### src/rtl/bcd_7seg_pkg.sv
// Shared constants for the multiplexed 7-segment scan: active-low segment
// codes ({g,f,e,d,c,b,a}), the all-anodes-off pattern and the digit count.
package bcd_7seg_pkg;

  localparam int NDIG = 4;

  localparam logic [6:0] SEG_0     = 7'h40;
  localparam logic [6:0] SEG_1     = 7'h79;
  localparam logic [6:0] SEG_2     = 7'h24;
  localparam logic [6:0] SEG_3     = 7'h30;
  localparam logic [6:0] SEG_4     = 7'h19;
  localparam logic [6:0] SEG_5     = 7'h12;
  localparam logic [6:0] SEG_6     = 7'h02;
  localparam logic [6:0] SEG_7     = 7'h78;
  localparam logic [6:0] SEG_8     = 7'h00;
  localparam logic [6:0] SEG_9     = 7'h10;
  localparam logic [6:0] SEG_DASH  = 7'h3F;
  localparam logic [6:0] SEG_BLANK = 7'h7F;

  localparam logic [NDIG-1:0] ANODES_OFF = 4'hF;

endpackage

### src/rtl/bcd_to_7seg.sv
// Combinational BCD to active-low 7-segment decoder; non-BCD codes
// (10..15) show a dash so a corrupted digit is visible on the display.
module bcd_to_7seg
  import bcd_7seg_pkg::*;
(
  input  logic [3:0] bcd_i,
  output logic [6:0] seg_o
);

  always_comb begin
    seg_o = SEG_DASH;
    case (bcd_i)
      4'd0:    seg_o = SEG_0;
      4'd1:    seg_o = SEG_1;
      4'd2:    seg_o = SEG_2;
      4'd3:    seg_o = SEG_3;
      4'd4:    seg_o = SEG_4;
      4'd5:    seg_o = SEG_5;
      4'd6:    seg_o = SEG_6;
      4'd7:    seg_o = SEG_7;
      4'd8:    seg_o = SEG_8;
      4'd9:    seg_o = SEG_9;
      default: seg_o = SEG_DASH;
    endcase
  end

endmodule

### src/rtl/bcd_7seg_scan.sv
// Time-multiplexed 4-digit common-anode scan with per-frame digit snapshot
// and a blank cycle per slot. Define BCD_7SEG_LZB_EN for leading-zero blanking.
module bcd_7seg_scan
  import bcd_7seg_pkg::*;
#(
  parameter int PRESCALE = 50000,
  parameter int CW       = $clog2(PRESCALE)
) (
  input  logic       clk,
  input  logic       rst,
  input  logic       en,
  input  logic [3:0] bcd1,
  input  logic [3:0] bcd2,
  input  logic [3:0] bcd3,
  input  logic [3:0] bcd4,
  output logic [3:0] an,
  output logic [6:0] seg,
  output logic       frame
);

  logic [CW-1:0] cnt_q, cnt_d;
  logic [1:0]    idx_q, idx_d;
  logic          valid_q, valid_d;
  logic          drive_q, drive_d;
  logic [3:0]    snap_q [NDIG];
  logic [3:0]    snap_d [NDIG];
  logic [3:0]    an_q, an_d;
  logic [6:0]    seg_q, seg_d;
  logic          frame_q, frame_d;

  logic          tick;
  logic          wrap;
  logic          blank_cur;
  logic [6:0]    dec_seg;

  assign tick = en && (cnt_q == CW'(PRESCALE - 1));
  assign wrap = (idx_q == 2'd3) || !valid_q;

  bcd_to_7seg u_dec (
    .bcd_i (snap_q[idx_q]),
    .seg_o (dec_seg)
  );

`ifdef BCD_7SEG_LZB_EN
  // Blank the current slot if it and every more-significant digit are zero.
  always_comb begin
    blank_cur = (idx_q != 2'd0);
    for (int k = 0; k < NDIG; k++) begin
      if (k >= int'(idx_q) && snap_q[k] != 4'd0) blank_cur = 1'b0;
    end
  end
`else
  assign blank_cur = 1'b0;
`endif

  always_comb begin
    cnt_d   = cnt_q;
    idx_d   = idx_q;
    valid_d = valid_q;
    drive_d = drive_q;
    snap_d  = snap_q;
    an_d    = an_q;
    seg_d   = seg_q;
    frame_d = 1'b0;
    if (en) begin
      cnt_d = tick ? '0 : cnt_q + 1'b1;
      if (tick) begin
        if (wrap) begin
          idx_d   = 2'd0;
          snap_d  = '{bcd1, bcd2, bcd3, bcd4};
          frame_d = 1'b1;
        end else begin
          idx_d = idx_q + 2'd1;
        end
        valid_d = 1'b1;
        drive_d = 1'b1;
        an_d    = ANODES_OFF;
        seg_d   = SEG_BLANK;
      end else if (drive_q) begin
        // Drive edge: light the slot selected on the preceding tick.
        drive_d = 1'b0;
        if (blank_cur) begin
          an_d  = ANODES_OFF;
          seg_d = SEG_BLANK;
        end else begin
          an_d  = ~(4'b0001 << idx_q);
          seg_d = dec_seg;
        end
      end
    end
  end

  always_ff @(posedge clk or negedge rst) begin
    if (!rst) begin
      cnt_q   <= '0;
      idx_q   <= 2'd0;
      valid_q <= 1'b0;
      drive_q <= 1'b0;
      snap_q  <= '{default: 4'd0};
      an_q    <= ANODES_OFF;
      seg_q   <= SEG_BLANK;
      frame_q <= 1'b0;
    end else begin
      cnt_q   <= cnt_d;
      idx_q   <= idx_d;
      valid_q <= valid_d;
      drive_q <= drive_d;
      snap_q  <= snap_d;
      an_q    <= an_d;
      seg_q   <= seg_d;
      frame_q <= frame_d;
    end
  end

  assign an    = an_q;
  assign seg   = seg_q;
  assign frame = frame_q;

endmodule

### config.mk
export PLATFORM = sky130hd
export DESIGN_NAME = bcd_7seg_scan
export DESIGN_NICKNAME = d
export VERILOG_FILES = /design/src/rtl/bcd_7seg_pkg.sv /design/src/rtl/bcd_to_7seg.sv /design/src/rtl/bcd_7seg_scan.sv
export SDC_FILE = /design/constraint.sdc
export NUM_CORES = 1
export LEC_CHECK = 0
export CAP_MARGIN = 0
export CORE_ASPECT_RATIO = 1.1
export CORE_MARGIN = 5
export CORE_UTILIZATION = 49
export DETAILED_ROUTE_END_ITERATION = 8
export PLACE_DENSITY = 0.75
export SLEW_MARGIN = 30
export SYNTH_ARGS = -nofsm -noshare
export SYNTH_HDL_FRONTEND = slang
export SYNTH_SLANG_ARGS = --single-unit
export TNS_END_PERCENT = 100
### constraint.sdc
create_clock -name clk -period 2 [get_ports clk]
set_clock_uncertainty 0.1 [all_clocks]
set_input_delay 0.6 -clock clk [delete_from_list [all_inputs] [get_ports clk]]
set_output_delay 0.6 -clock clk [all_outputs]
set_load 0.05 [all_outputs]
==> flow_metrics.tcl <==
set metrics [dict create \
    dpl_cell_area_mm2 0.00304 \
    fmax_mhz 515 \
    first_global_vias 1726 \
    drt_pre_antenna_iters 4 \
    synth_seq_cells 48 \
    die_w_um 76.7 \
    n_antenna_cell 0 \
    cts_buffers 5 \
    p_leak_nw 1.47 \
    cts_htree_levels 2 \
    grt_usage_pct 15.5 \
    postRouteAntennaNets 0 \
    vias 1626 \
    fin_crit_sh_pct 97.0 \
    viasPerCell 5.37 \
    port_buffers 30 \
    synth_fp_nets 216 \
    end_kind "register" \
    placedCellCount 292 \
    overflow 0 \
    slew_viol_final 0 \
    relSlewSlack_pct 78.7 \
    synth_edf_count 0 \
    dieHeight_um 83.4 \
    clk_latency_ns 0.30 \
    std_cell_rows 26 \
    dieArea_mm2 0.00640 \
    async_flop_share_pct 100 \
    drive_gt1_share_pct 39.7 \
    critPathMaxFanout 4 \
    nFillCells 351 \
    startpoint_type "register" \
    grt_pass1_wl_um 8190 \
    path_clk_slew_ns 0.09 \
    ys_warn_count 0 \
    p_per_area_mw_per_mm2 671 \
    final_area_mm2 0.00322 \
    cp.arrival_ns 2.06 \
    antenna_found_initial 0 \
    rsz0062_at_grt "true" \
    layout_common_cells "dfrtp_1 (36), buf_4 (28), clkdlybuf4s50_1 (16)" \
    coreArea_mm2 0.00468 \
    dp_hpwl_um 3460 \
    wl_per_cell_um 16.0 \
    critPathKind "reg2reg" \
    final_common_cell "dfrtp_1" \
    cts.sinks 48 \
    cts_tree "done" \
    setup_viol 0 \
    place.gp.congestion 0.812 \
    nets 276 \
    drtIter0Drc 76 \
    yosysUniqueCellTypes 46 \
    tightest_slew_ns 0.316 \
    min_period_ns 1.94 \
    ios 31 \
    grt_use_met1_pct 20.7 \
    ys_seq_area_share_pct 50.6 \
    status "finished clean" \
    use_met2_pct 24.9 \
    post-route-drc-count 0 \
    instances_no_fill 303 \
    routed_wl_um 4840 \
    ys.flop_type "dfrtp_1" \
    grt_max_degree 49 \
    hold_viol_final 0 \
    required_ns 2.12 \
    areaGrowthSynthToFinish_pct 34.2 \
    use_met3_pct 3.35 \
    syn_area_mm2 0.00240 \
    clk_path_buf_depth 2 \
    cts_root_buffer "clkbuf_8" \
    busiest_layer "met2" \
    vdd_ir_drop_max_uv 636 \
    syn_inst 186 \
    max_cap_viol_count 0 \
    start_util_pct 51.3 \
    hold_path_class "in2async" \
    avgSynthCellArea_um2 12.9 \
]
## synthesized netlist by cell type (2+ instances only)
cell type,number,area share [%]
buf_6,2,0.94
nor3_1,2,0.42
xnor2_1,10,3.6
nand2b_1,2,0.52
o21ai_0,4,0.83
and4_4,2,0.94
inv_1,8,1.3
ha_1,11,5.7
mux2_2,9,4.2
dfstp_2,11,12
nor4_1,2,0.52
nor2_1,10,1.6
nand2_1,10,1.6
nand4_1,3,0.78
a21oi_1,5,1.0
mux4_2,4,3.8
or2_0,2,0.52
buf_2,3,0.63
o22a_1,5,1.8
nand3_1,5,1.0
mux2_4,9,5.6
dfrtp_1,37,39
xor2_1,3,1.1
a2bb2oi_1,5,1.8
## flip-flops by register name, indices dropped and copies added, names as in the netlist
| name | flops |
|---|---|
| frame | 1 |
| cnt_q | 16 |
| drive_q | 1 |
| snap_q | 16 |
| valid_q | 1 |
| idx_q | 2 |
| seg | 7 |
| an | 4 |
## timing repair
action | CTS | global route
resized for setup | 4 | 9
hold endpoints to repair | 0 | 0
gates cloned | 0 | 1
hold buffers | 0 | 0
pin swaps | 0 | 1
buffers inserted | 0 | 2
setup endpoints to repair | 29 | 23
## metrics by stage
step	worst slack (ns)	util, %	total power (W)	TNS [ns]	hold slack [ns]
floorplan	-0.145	-	0.00130	-1.61	0.204
global placement	-0.472	64.9	0.00147	-12.91	0.351
detailed placement	-0.512	64.9	0.00148	-14.02	0.349
CTS	0.0188	67.3	0.00217	0	0.175
global route	-0.0468	68.8	0.00229	-0.134	0.193
finish	0.0598	68.8	0.00216	0	0.165
## routing by layer
layer	part of all wire, %	vias up
met4	1.3	0
met2	51	18
met1	45	816
met5	0	-
met3	2.3	6
li1	-	786
## cell families (layout without fill, tap and decap cells)
group,after synthesis,after routing,synth area share [%]
buf+inv,16,76,4.12
xor+xnor,13,13,4.74
compound gates,25,25,7.50
simple gates,51,51,13.7
mux,22,23,13.6
fa+ha+maj,11,11,5.73
flops,48,48,50.6
## path summary, 6_finish.rpt
kind	from	endpoint	slack, ns	cells after the start
max in group asynchronous	rst	seg[3]	1.34	2
min in group clk	valid_q	valid_q	0.37	1
min reg2reg	valid_q	valid_q	0.37	1
min	rst	valid_q	0.16	2
max	idx_q[0]	seg[6]	0.06	6
max reg2reg	idx_q[0]	seg[6]	0.06	6
## report_power, final
part	switching [W]	total (W)	internal [W]
Clock	0.000314	0.000686	0.000371
Combinational	0.000172	0.000384	0.000212
Sequential	0.0000538	0.00109	0.00104
Total	0.000540	0.00216	0.00162
## worst max-delay path: stages (launching register included)
cell     delay [ns]
dfrtp_2        0.44
mux4_2         0.55
buf_4          0.18
ha_1           0.17
nand2_1        0.05
a21oi_1        0.07
o32a_1         0.29
## final cells by class
type | instances | area [um2] | area share (%)
timing repair buffer | 60 | 656 | 20.3
clock inverter | 2 | 35.0 | 1.09
sequential | 48 | 1220 | 37.7
tap | 56 | 70.1 | 2.17
multi-input combinational | 123 | 1140 | 35.5
clock buffer | 6 | 72.6 | 2.25
inverter | 8 | 30.0 | 0.932
No activity file was read; power rests on OpenSTA's default activity.
